[config.mk]
export PLATFORM = sky130hd
export DESIGN_NAME = button_conditioner
export DESIGN_NICKNAME = d
export VERILOG_FILES = /design/src/rtl/btn_pkg.sv /design/src/rtl/debounce_channel.sv /design/src/rtl/button_conditioner.sv
export SDC_FILE = /design/constraint.sdc
export NUM_CORES = 1
export LEC_CHECK = 0
export ABC_AREA = 1
export CORE_MARGIN = 4
export CORE_UTILIZATION = 25
export DETAILED_ROUTE_END_ITERATION = 12
export PLACE_DENSITY = 0.47
export SYNTH_ARGS = -nofsm -noshare
export SYNTH_HDL_FRONTEND = slang
export SYNTH_SLANG_ARGS = --single-unit
[constraint.sdc]
create_clock -name clk -period 2 [get_ports clk]
set_input_delay 0.5 -clock clk [delete_from_list [all_inputs] [get_ports clk]]
set_output_delay 0.5 -clock clk [all_outputs]
set_load 0.005 [all_outputs]
[src/rtl/btn_pkg.sv]
// Shared definitions for the push-button conditioner: button indices and vector type.
package btn_pkg;

  localparam int unsigned NUM_BTN = 5;

  // Bit positions within every button vector, {center, right, left, down, up}.
  localparam int unsigned BTN_UP     = 0;
  localparam int unsigned BTN_DOWN   = 1;
  localparam int unsigned BTN_LEFT   = 2;
  localparam int unsigned BTN_RIGHT  = 3;
  localparam int unsigned BTN_CENTER = 4;

  typedef logic [NUM_BTN-1:0] btn_vec_t;

endpackage

[src/rtl/debounce_channel.sv]
// One button channel: pad synchroniser, stability counter, clean level and rising-edge pulse.
module debounce_channel #(
  parameter int unsigned DEBOUNCE_CYCLES = 1_000_000,
  parameter int unsigned SYNC_STAGES     = 2
) (
  input  logic clk_i,
  input  logic reset_i,
  input  logic raw_i,
  output logic level_o,
  output logic press_o
);

  localparam int unsigned CntW = $clog2(DEBOUNCE_CYCLES + 1);
  localparam logic [CntW-1:0] CntMax = CntW'(DEBOUNCE_CYCLES - 1);

  logic [SYNC_STAGES-1:0] sync_q;
  logic                   sync;
  logic [CntW-1:0]        cnt_q, cnt_d;
  logic                   level_q, level_d;
  logic                   press_q, press_d;

  assign sync = sync_q[SYNC_STAGES-1];

  // Plain shift chain into the clock domain; bit 0 is the metastability-exposed stage.
  always_ff @(posedge clk_i) begin
    if (reset_i) begin
      sync_q <= '0;
    end else begin
      sync_q <= {sync_q[SYNC_STAGES-2:0], raw_i};
    end
  end

  // Accept a new level only after it has disagreed with the stable level long enough.
  always_comb begin
    cnt_d   = cnt_q;
    level_d = level_q;
    press_d = 1'b0;
    if (sync == level_q) begin
      cnt_d = '0;
    end else if (cnt_q == CntMax) begin
      cnt_d   = '0;
      level_d = sync;
      // Pulse only on accepted 0->1; sync is the new level here.
      press_d = sync;
    end else begin
      cnt_d = cnt_q + 1'b1;
    end
  end

  // Debounce state and registered outputs.
  always_ff @(posedge clk_i) begin
    if (reset_i) begin
      cnt_q   <= '0;
      level_q <= 1'b0;
      press_q <= 1'b0;
    end else begin
      cnt_q   <= cnt_d;
      level_q <= level_d;
      press_q <= press_d;
    end
  end

  assign level_o = level_q;
  assign press_o = press_q;

endmodule

[src/rtl/button_conditioner.sv]
// Cleans the five raw push buttons into debounced levels and one-cycle press pulses.
module button_conditioner
  import btn_pkg::*;
#(
  parameter int unsigned DEBOUNCE_CYCLES = 1_000_000,
  parameter int unsigned SYNC_STAGES     = 2
) (
  input  logic               clk,
  input  logic               reset,
  input  logic [NUM_BTN-1:0] btn_raw,
  output logic [NUM_BTN-1:0] btn_level,
  output logic [NUM_BTN-1:0] btn_press,
  output logic               any_press
);

  btn_vec_t level;
  btn_vec_t press;

  // Channels are independent; direction priority is resolved downstream.
  for (genvar i = 0; i < NUM_BTN; i++) begin : g_chan
    debounce_channel #(
      .DEBOUNCE_CYCLES(DEBOUNCE_CYCLES),
      .SYNC_STAGES    (SYNC_STAGES)
    ) u_chan (
      .clk_i  (clk),
      .reset_i(reset),
      .raw_i  (btn_raw[i]),
      .level_o(level[i]),
      .press_o(press[i])
    );
  end

  assign btn_level = level;
  assign btn_press = press;
  // OR of flop outputs only, so still no path from btn_raw.
  assign any_press = |press;

endmodule
[Word level (Yosys, flattened, before mapping)]
Index checks and enable logic that the tools add are counted.
Storage, ports and cells
  word-level logic and storage cells: 61
  input port bits: 7
  bits in registers: 120
Cells by class
  reductions and logical operators: 16
  add/subtract/negate cells: 5
  bitwise gates (word level): 10
  equal/unequal tests: 10
Operators by type and width (count)
  20-bit by 1-bit adder with 20-bit output, second input constant: 5
  20-bit equality test, second input constant: 5
  3-bit OR reduction: 10
  1-bit NOT: 10
  2-bit AND reduction: 5
  1-bit equality test: 5
  5-bit OR reduction: 1

[Logic depth before layout (Yosys ltp)]
Gate-level depths: netlist of run 1.
  depth after elaboration: 3
  depth in mapped cells: 9
  mapped depth without buffers: 9

[Cells and area by module]
A second synthesis of run 1 with hierarchy kept.
Second synthesis, totals
  cells, all modules: 869
  area total of the unflattened synthesis: 6153.4 um2
By module, submodules not included
  debounce_channel: cells each 173, instances 5, sequential area each 480.5 um2, area each 1227.4 um2
  button_conditioner: cells each 4, instances 1, sequential area each 0.0 um2, area each 16.3 um2

[Worst setup path after synthesis of run 1]
No wires, ideal clock.
  path type: input -> register
  start point: input reset
  end point: register g_chan[0].u_chan.cnt_q[16]
  stages: 7
  library setup time: 0.117 ns
  arrival time: 1.288 ns
  setup slack: 0.595 ns
  required time: 1.883 ns
  cells stage by stage: clkbuf_2 > inv_1 > buf_2 > and2_1 > nand2_1 > buf_2 > nor2_1
On the way
  longest elaborated chain between the ends: 1
RTL lines
  start: declaration: line button_conditioner.sv:9  | input logic reset,
  3-bit OR reduction (no source line)
  end signal: assignment: line debounce_channel.sv:57  | cnt_q <= cnt_d;
  end: declaration: line debounce_channel.sv:18  | logic [CntW-1:0] cnt_q, cnt_d;
Every way passes these cells.
A chain may end at the register's enable or synchronous reset.

[Final worst setup path of run 1]
  start point: register g_chan[3].u_chan.press_q
  end point: output any_press
On the way
  longest elaborated chain between the ends: 1
RTL lines
  start: declaration: line debounce_channel.sv:20  | logic press_q, press_d;
  start signal: assignment: line debounce_channel.sv:59  | press_q <= press_d;
  5-bit OR reduction: line button_conditioner.sv:36  | assign any_press = |press;
  end: declaration: line button_conditioner.sv:13  | output logic any_press
Every way passes these cells.

==> results of run 1 <==
## power breakdown
part / total [mW] / internal [mW] / switching [mW]
Clock: 2.70 / 1.62 / 1.08
Combinational: 0.0714 / 0.0313 / 0.0401
Sequential: 2.41 / 2.40 / 0.00655
## layout by cell type, fill, tap and decap left out
cell type	netlist	routed
nor2_4	2	2
nand3b_1	7	7
xnor2_1	17	17
inv_1	89	89
nor2_2	2	2
clkdlybuf4s50_1	0	17
or2_2	12	12
clkinvlp_4	0	2
dfxtp_2	0	2
dfxtp_1	120	118
nand2_1	228	228
clkinv_2	0	8
a21oi_1	33	33
or2_0	1	1
ha_1	5	5
o21bai_4	1	1
nand4_1	17	17
buf_4	14	5
o21ai_0	11	11
clkbuf_8	0	2
nand3_2	4	4
nor3_2	0	1
clkinv_1	1	1
clkbuf_1	1	2
nor2_1	253	253
nand3_1	56	56
o21bai_1	3	3
clkbuf_16	0	17
buf_12	0	4
xor2_1	31	31
nor3_1	9	8
and2_1	3	3
## critical path, stage by stage (launching register included)
cell,delay [ps]
dfxtp_2,340
nor3_2,160
nand2_1,70
clkdlybuf4s50_1,440
## worst max-delay path by stage
stage                                                       end  cells past startpoint
final                                                 any_press                      3
after global routing                                  any_press                      3
after CTS                                             any_press                      3
after detailed placement  g_chan[2].u_chan.cnt_q[17]$_SDFF_PP0_                      5
after global placement    g_chan[2].u_chan.cnt_q[14]$_SDFF_PP0_                      5
after floorplan           g_chan[0].u_chan.cnt_q[16]$_SDFF_PP0_                      7
## sequential cells by signal (all words and copies together) (netlist names)
name,flops
g_chan.u_chan.cnt_q,100
g_chan.u_chan.press_o,5
g_chan.u_chan.level_o,5
g_chan.u_chan.sync_q,10
## cells by family (layout without fill, tap and decap cells)
| group | count (synthesis) | count (layout) |
|---|---|---|
| buffers and inverters | 112 | 147 |
| and+or+nand+nor | 594 | 594 |
| xor gates and xnor gates | 48 | 48 |
| AOI/OAI and AO/OA | 48 | 48 |
| adders and majority gates | 5 | 5 |
| DFF | 120 | 120 |
## final cells by class
cell class	count	area, um^2
clock buffers	21	460.4
clock inverters	10	55.05
fillers	2601	16590
inverters	90	337.8
multi-input cells	695	3214
flip-flops and latches	120	2405
well taps	319	399.1
repair buffers	26	287.8
## layer usage
layer	global-route usage	vias up	wire (um)
li1	-	2912	-
met2	0.1723	57	6178
met5	0	-	0
met4	0.05185	0	212
met1	0.1443	2365	7191
met3	0.02309	15	379
## timing repair
| action | 4_1_cts | 5_1_grt |
|---|---|---|
| buffers inserted | 0 | 0 |
| pin swaps | 0 | 0 |
| setup endpoints to repair | 1 | 1 |
| resized for setup | 1 | 2 |
==> flow_metrics.py, run 1 <==
metrics = {
    "status": {
        "status": "finished clean",
    },
    "floorplan": {
        "die_x_um": 164.2,
        "coreArea_um2": 23750,
        "floorplan.initialDensity": 0.2568,
        "die_h_um": 164.2,
        "die-area_um2": 26960,
        "ios": 18,
        "rows": 56,
    },
    "yosys": {
        "synth_adder_area_share": 0.01026,
        "synth-xor-area-share": 0.06892,
        "syn-mean-instance-area_um2": 6.580,
        "synth_compound_area_frac": 0.04287,
        "synth-edff-count": 0,
        "synth-simple-area-share": 0.4041,
        "synth.area.mux_share": 0,
        "netlist.area_leader.share": 0.3938,
        "synth_top_family_by_area": "simple AND/OR/NAND/NOR gates",
        "yosys_most_used_dff": "dfxtp_1",
        "synthCells": 927,
        "syn_nets": 939,
        "netlist_area_um2": 6100,
        "synth_area_leader_cell": "dfxtp_1",
        "yosys-top-cells-count": "nor2_1, nand2_1, dfxtp_1",
        "synth_seq_cells": 120,
        "yosysMostFrequentCell": "nor2_1",
        "synth.top_cells.by_area": "dfxtp_1, nor2_1, nand2_1",
        "synth_cell_type_count": 27,
        "yosysSeqAreaShare": 0.3938,
        "async_flop_share": 0,
        "yosys_warnings": 0,
    },
    "route": {
        "drtIter0Drc": 306,
        "vias": 5349,
        "via_per_inst": 4.176,
        "drt_pre_antenna_iters": 4,
        "ant_nets": 0,
        "wl_per_cell_um": 10.90,
        "drc": 0,
        "drt-total-wl_um": 13960,
    },
    "power": {
        "p_total_mw": 5.181,
        "power_density_nw_per_um2": 723.7,
        "total_leakage_power_nw": 2.305,
        "ir_worst_vdd_uv": 432.3,
    },
    "timing": {
        "skew_ps": 8.207,
        "period_needed_ps": 1918,
        "slew_violations": 0,
        "rsz0062_at_grt": "false",
        "setup_tns_ps": 0,
        "hold_slack_ps": 398.8,
        "fmax_mhz": 521.3,
        "worst_slack_ps": 81.66,
        "slew_headroom": 0.6806,
        "setup_viol": 0,
        "timing.final.crit_share": 0.9592,
        "hold_violations": 0,
        "worstMarginPinSlew_ps": 477.8,
    },
    "finish": {
        "final_util": 0.3014,
        "drive_gt1_frac": 0.06445,
        "layoutNonFillerInstCount": 1281,
        "num-nets-final": 962,
        "area_growth_pct": 17.37,
        "diodes": 0,
        "final_cell_area_um2": 7159,
    },
    "placement": {
        "placed_area_um2": 6636,
        "dp_hpwl_um": 10450,
        "routabilityCongestion": 0.8267,
        "io_buffers": 17,
        "place_ws_ps": 32.46,
        "dp_cells": 1250,
    },
    "setup_path": {
        "r2r_slack_ps": 320,
        "crit_fanout": 2,
        "cp_data_arrival_time_ps": 1420,
        "startpoint": "g_chan[3].u_chan.press_o$_SDFF_PP0_",
        "cp-start-kind": "register",
        "required_ps": 1500,
        "r2r_end": "g_chan[2].u_chan.cnt_q[10]$_SDFF_PP0_",
        "ff2ff_path_depth": 6,
        "r2r-start": "g_chan[2].u_chan.cnt_q[0]$_SDFF_PP0_",
        "worst-setup-path-type": "register to output port",
        "end_kind": "output port",
    },
    "hold_path": {
        "holdPathStages": 2,
        "min_from": "g_chan[2].u_chan.sync_q[0]$_SDFF_PP0_",
        "hold_class": "register to register",
        "min_to": "g_chan[2].u_chan.sync_q[1]$_SDFF_PP0_",
    },
    "global_route": {
        "track_usage": 0.1099,
        "antenna_found_initial": 0,
        "grt_pass1_vias": 5053,
        "grt_max_degree": 21,
        "grt.overflow.total": 0,
        "grt_pass1_wl_um": 23720,
    },
    "clock_network": {
        "path_clk_slew_ps": 50,
        "cts.sinks": 120,
        "cts_tree": "built",
        "clockRootBuffer": "clkbuf_16",
        "h-tree-depth": 4,
        "cts_made_buffers": 17,
        "cts_hold_buf": 0,
        "clk_latency_ps": 420,
        "clock_path_buffers": 2,
    },
    "flow_run": {
        "drv_cap": 0,
    },
}
No activity file was read; power rests on OpenSTA's default activity.
==> run 2, diff against run 1 <==
Settings changed: CORE_MARGIN 4 to unset, HOLD_SLACK_MARGIN set to 0.12.
==> run 2 against run 1 <==
Effect of this change:
- flip-flop and latch count stayed put
- global-route usage is 1.4 points higher
- maximum frequency is 1.5% lower
- sequential share of layout area is 0.51 points lower
- first-iteration DRC count is 25% lower
- critical path depth stayed put
- non-clock buffer count is 2 higher
- power is 9.8% higher
- cell area is 1.5% higher
- critical path type unchanged
- critical endpoint unchanged
==> flow_metrics.py, run 2 (synthesized netlist as in run 1, its figures left out) <==
metrics = {
    "placement": {
        "dp_cells": 1252,
        "placed_area_um2": 6651,
        "dp_hpwl_um": 10430,
        "routabilityCongestion": 0.8270,
        "io_buffers": 17,
    },
    "timing": {
        "setup_viol": 0,
        "worstMarginPinSlew_ps": 473.5,
        "fmax_mhz": 513.7,
        "slew_headroom": 0.6835,
        "hold_violations": 0,
        "hold_slack_ps": 398.6,
        "timing.final.crit_share": 0.9734,
        "skew_ps": 5.403,
        "setup_tns_ps": 0,
        "rsz0062_at_grt": "false",
        "slew_violations": 0,
        "period_needed_ps": 1947,
    },
    "route": {
        "via_per_inst": 4.186,
        "drtIter0Drc": 231,
        "vias": 5371,
        "drt_pre_antenna_iters": 4,
        "ant_nets": 0,
        "wl_per_cell_um": 10.97,
        "drc": 0,
        "drt-total-wl_um": 14070,
    },
    "finish": {
        "drive_gt1_frac": 0.06432,
        "num-nets-final": 964,
        "final_util": 0.3068,
        "largest_register_ffs": 100,
        "final_cell_mix": "nor2_1, nand2_1, dfxtp_1, inv_1, nand3_1",
        "largestRegisters": "g_chan.u_chan.cnt_q x100, g_chan.u_chan.sync_q x10",
        "layoutNonFillerInstCount": 1283,
        "diodes": 0,
        "regMostFlops": "g_chan.u_chan.cnt_q",
        "area_growth_pct": 19.14,
        "final_common_cell": "nor2_1",
        "final_cell_area_um2": 7267,
    },
    "global_route": {
        "grt.overflow.total": 0,
        "grt_pass1_vias": 5134,
        "track_usage": 0.1235,
        "grt_max_degree": 21,
        "antenna_found_initial": 0,
        "grt_pass1_wl_um": 24140,
    },
    "clock_network": {
        "clk_latency_ps": 420,
        "post-cts-setup-buffers": 0,
        "cts_made_buffers": 17,
        "clock_path_buffers": 2,
        "cts_tree": "built",
        "path_clk_slew_ps": 50,
        "cts.sinks": 120,
        "h-tree-depth": 4,
        "cts_hold_buf": 0,
        "clockRootBuffer": "clkbuf_16",
    },
    "setup_path": {
        "ff2ff_path_depth": 6,
        "r2r_end": "g_chan[2].u_chan.cnt_q[19]$_SDFF_PP0_",
        "crit_fanout": 2,
        "cp_data_arrival_time_ps": 1450,
        "r2r-start": "g_chan[2].u_chan.cnt_q[0]$_SDFF_PP0_",
        "r2r_slack_ps": 330,
        "cpMaxStageDelayCell": "clkdlybuf4s50_1",
        "slowest_delay_ps": 440,
        "cp_cell_sequence": "nor3_1 -> nand2_1 -> clkdlybuf4s50_1",
        "cp_num_buf_inv": 1,
        "worst-setup-path-type": "register to output port",
        "required_ps": 1500,
        "end_kind": "output port",
        "cp-start-kind": "register",
        "cpLargestDelayFamily": "buffers and inverters",
    },
    "power": {
        "p_sw_mw": 1.122,
        "clock_power_share": 0.564,
        "power_density_nw_per_um2": 783.1,
        "intPower_mw": 4.569,
        "ir_worst_vdd_uv": 448.5,
        "seqPwrFrac": 0.424,
        "comb_power_share": 0.013,
        "power_switching_share": 0.1971,
        "total_leakage_power_nw": 2.356,
    },
    "floorplan": {
        "coreArea_um2": 23680,
        "floorplan.initialDensity": 0.2576,
        "die_x_um": 158.2,
        "rows": 56,
        "ios": 18,
        "die-area_um2": 25030,
        "die_h_um": 158.2,
    },
    "hold_path": {
        "min_from": "g_chan[4].u_chan.sync_q[0]$_SDFF_PP0_",
        "holdPathStages": 2,
        "min_to": "g_chan[4].u_chan.sync_q[1]$_SDFF_PP0_",
        "hold_class": "register to register",
    },
    "status": {
        "status": "finished clean",
    },
    "flow_run": {
        "drv_cap": 0,
    },
}
==> run 2: how the worst max path moves through the flow <==
stage,start,end,slack [ps],depth (start not counted)
2_1_floorplan,reset,g_chan[0].u_chan.cnt_q[16]$_SDFF_PP0_,590,7
3_3_place_gp,reset,g_chan[2].u_chan.cnt_q[12]$_SDFF_PP0_,40,5
3_5_place_dp,reset,g_chan[2].u_chan.cnt_q[17]$_SDFF_PP0_,20,5
4_1_cts,g_chan[1].u_chan.press_o$_SDFF_PP0_,any_press,4,3
5_1_grt,g_chan[0].u_chan.press_o$_SDFF_PP0_,any_press,2,3
6_report,g_chan[3].u_chan.press_o$_SDFF_PP0_,any_press,50,3
==> run 2: final cells by class <==
| type | count | area, um^2 |
|---|---|---|
| fill | 2631 | 16420 |
| multi-input combinational | 695 | 3212 |
| sequential | 120 | 2404 |
| clock buffer | 22 | 464.2 |
| tap | 319 | 399.1 |
| inverter | 90 | 337.8 |
| timing repair buffer | 28 | 302.8 |
| clock inverter | 9 | 147.6 |
==> run 2: tightest hold or removal path: cells and delay by family, from the launching register on <==
family,cells,cell delay [ps]
flip-flops,1,290
buffers and inverters,1,40
AND/OR/NAND/NOR,1,30
==> run 2: per-stage QoR <==
step / worst slack (ps) / power (mW)
CTS: 4.366 / 5.787
detailed placement: 18.49 / 2.537
floorplan: 594.6 / 2.503
finish: 53.17 / 5.691
global route: 1.724 / 5.903
global placement: 40.12 / 2.537
==> run 2: repair_timing <==
action | CTS | global route
setup endpoints to repair | 1 | 1
endpoints found under the hold margin | 0 | 0
resized for setup | 1 | 1
==> run 2: layer usage <==
layer / vias to the layer above / wire [um] / GRT usage
li1: 2924 / - / -
met1: 2362 / 7162 / 0.1592
met2: 68 / 6210 / 0.1984
met3: 17 / 498 / 0.03093
met4: 0 / 197 / 0.04396
met5: - / 0 / 0
==> run 2: power groups by stage <==
stage	logic [mW]	registers [mW]	clock network, mW
floorplan	0.0420	2.46	0
global placement	0.0750	2.46	0
detailed placement	0.0750	2.46	0
CTS	0.0753	2.41	3.30
global route	0.0826	2.41	3.41
finish	0.0723	2.41	3.21
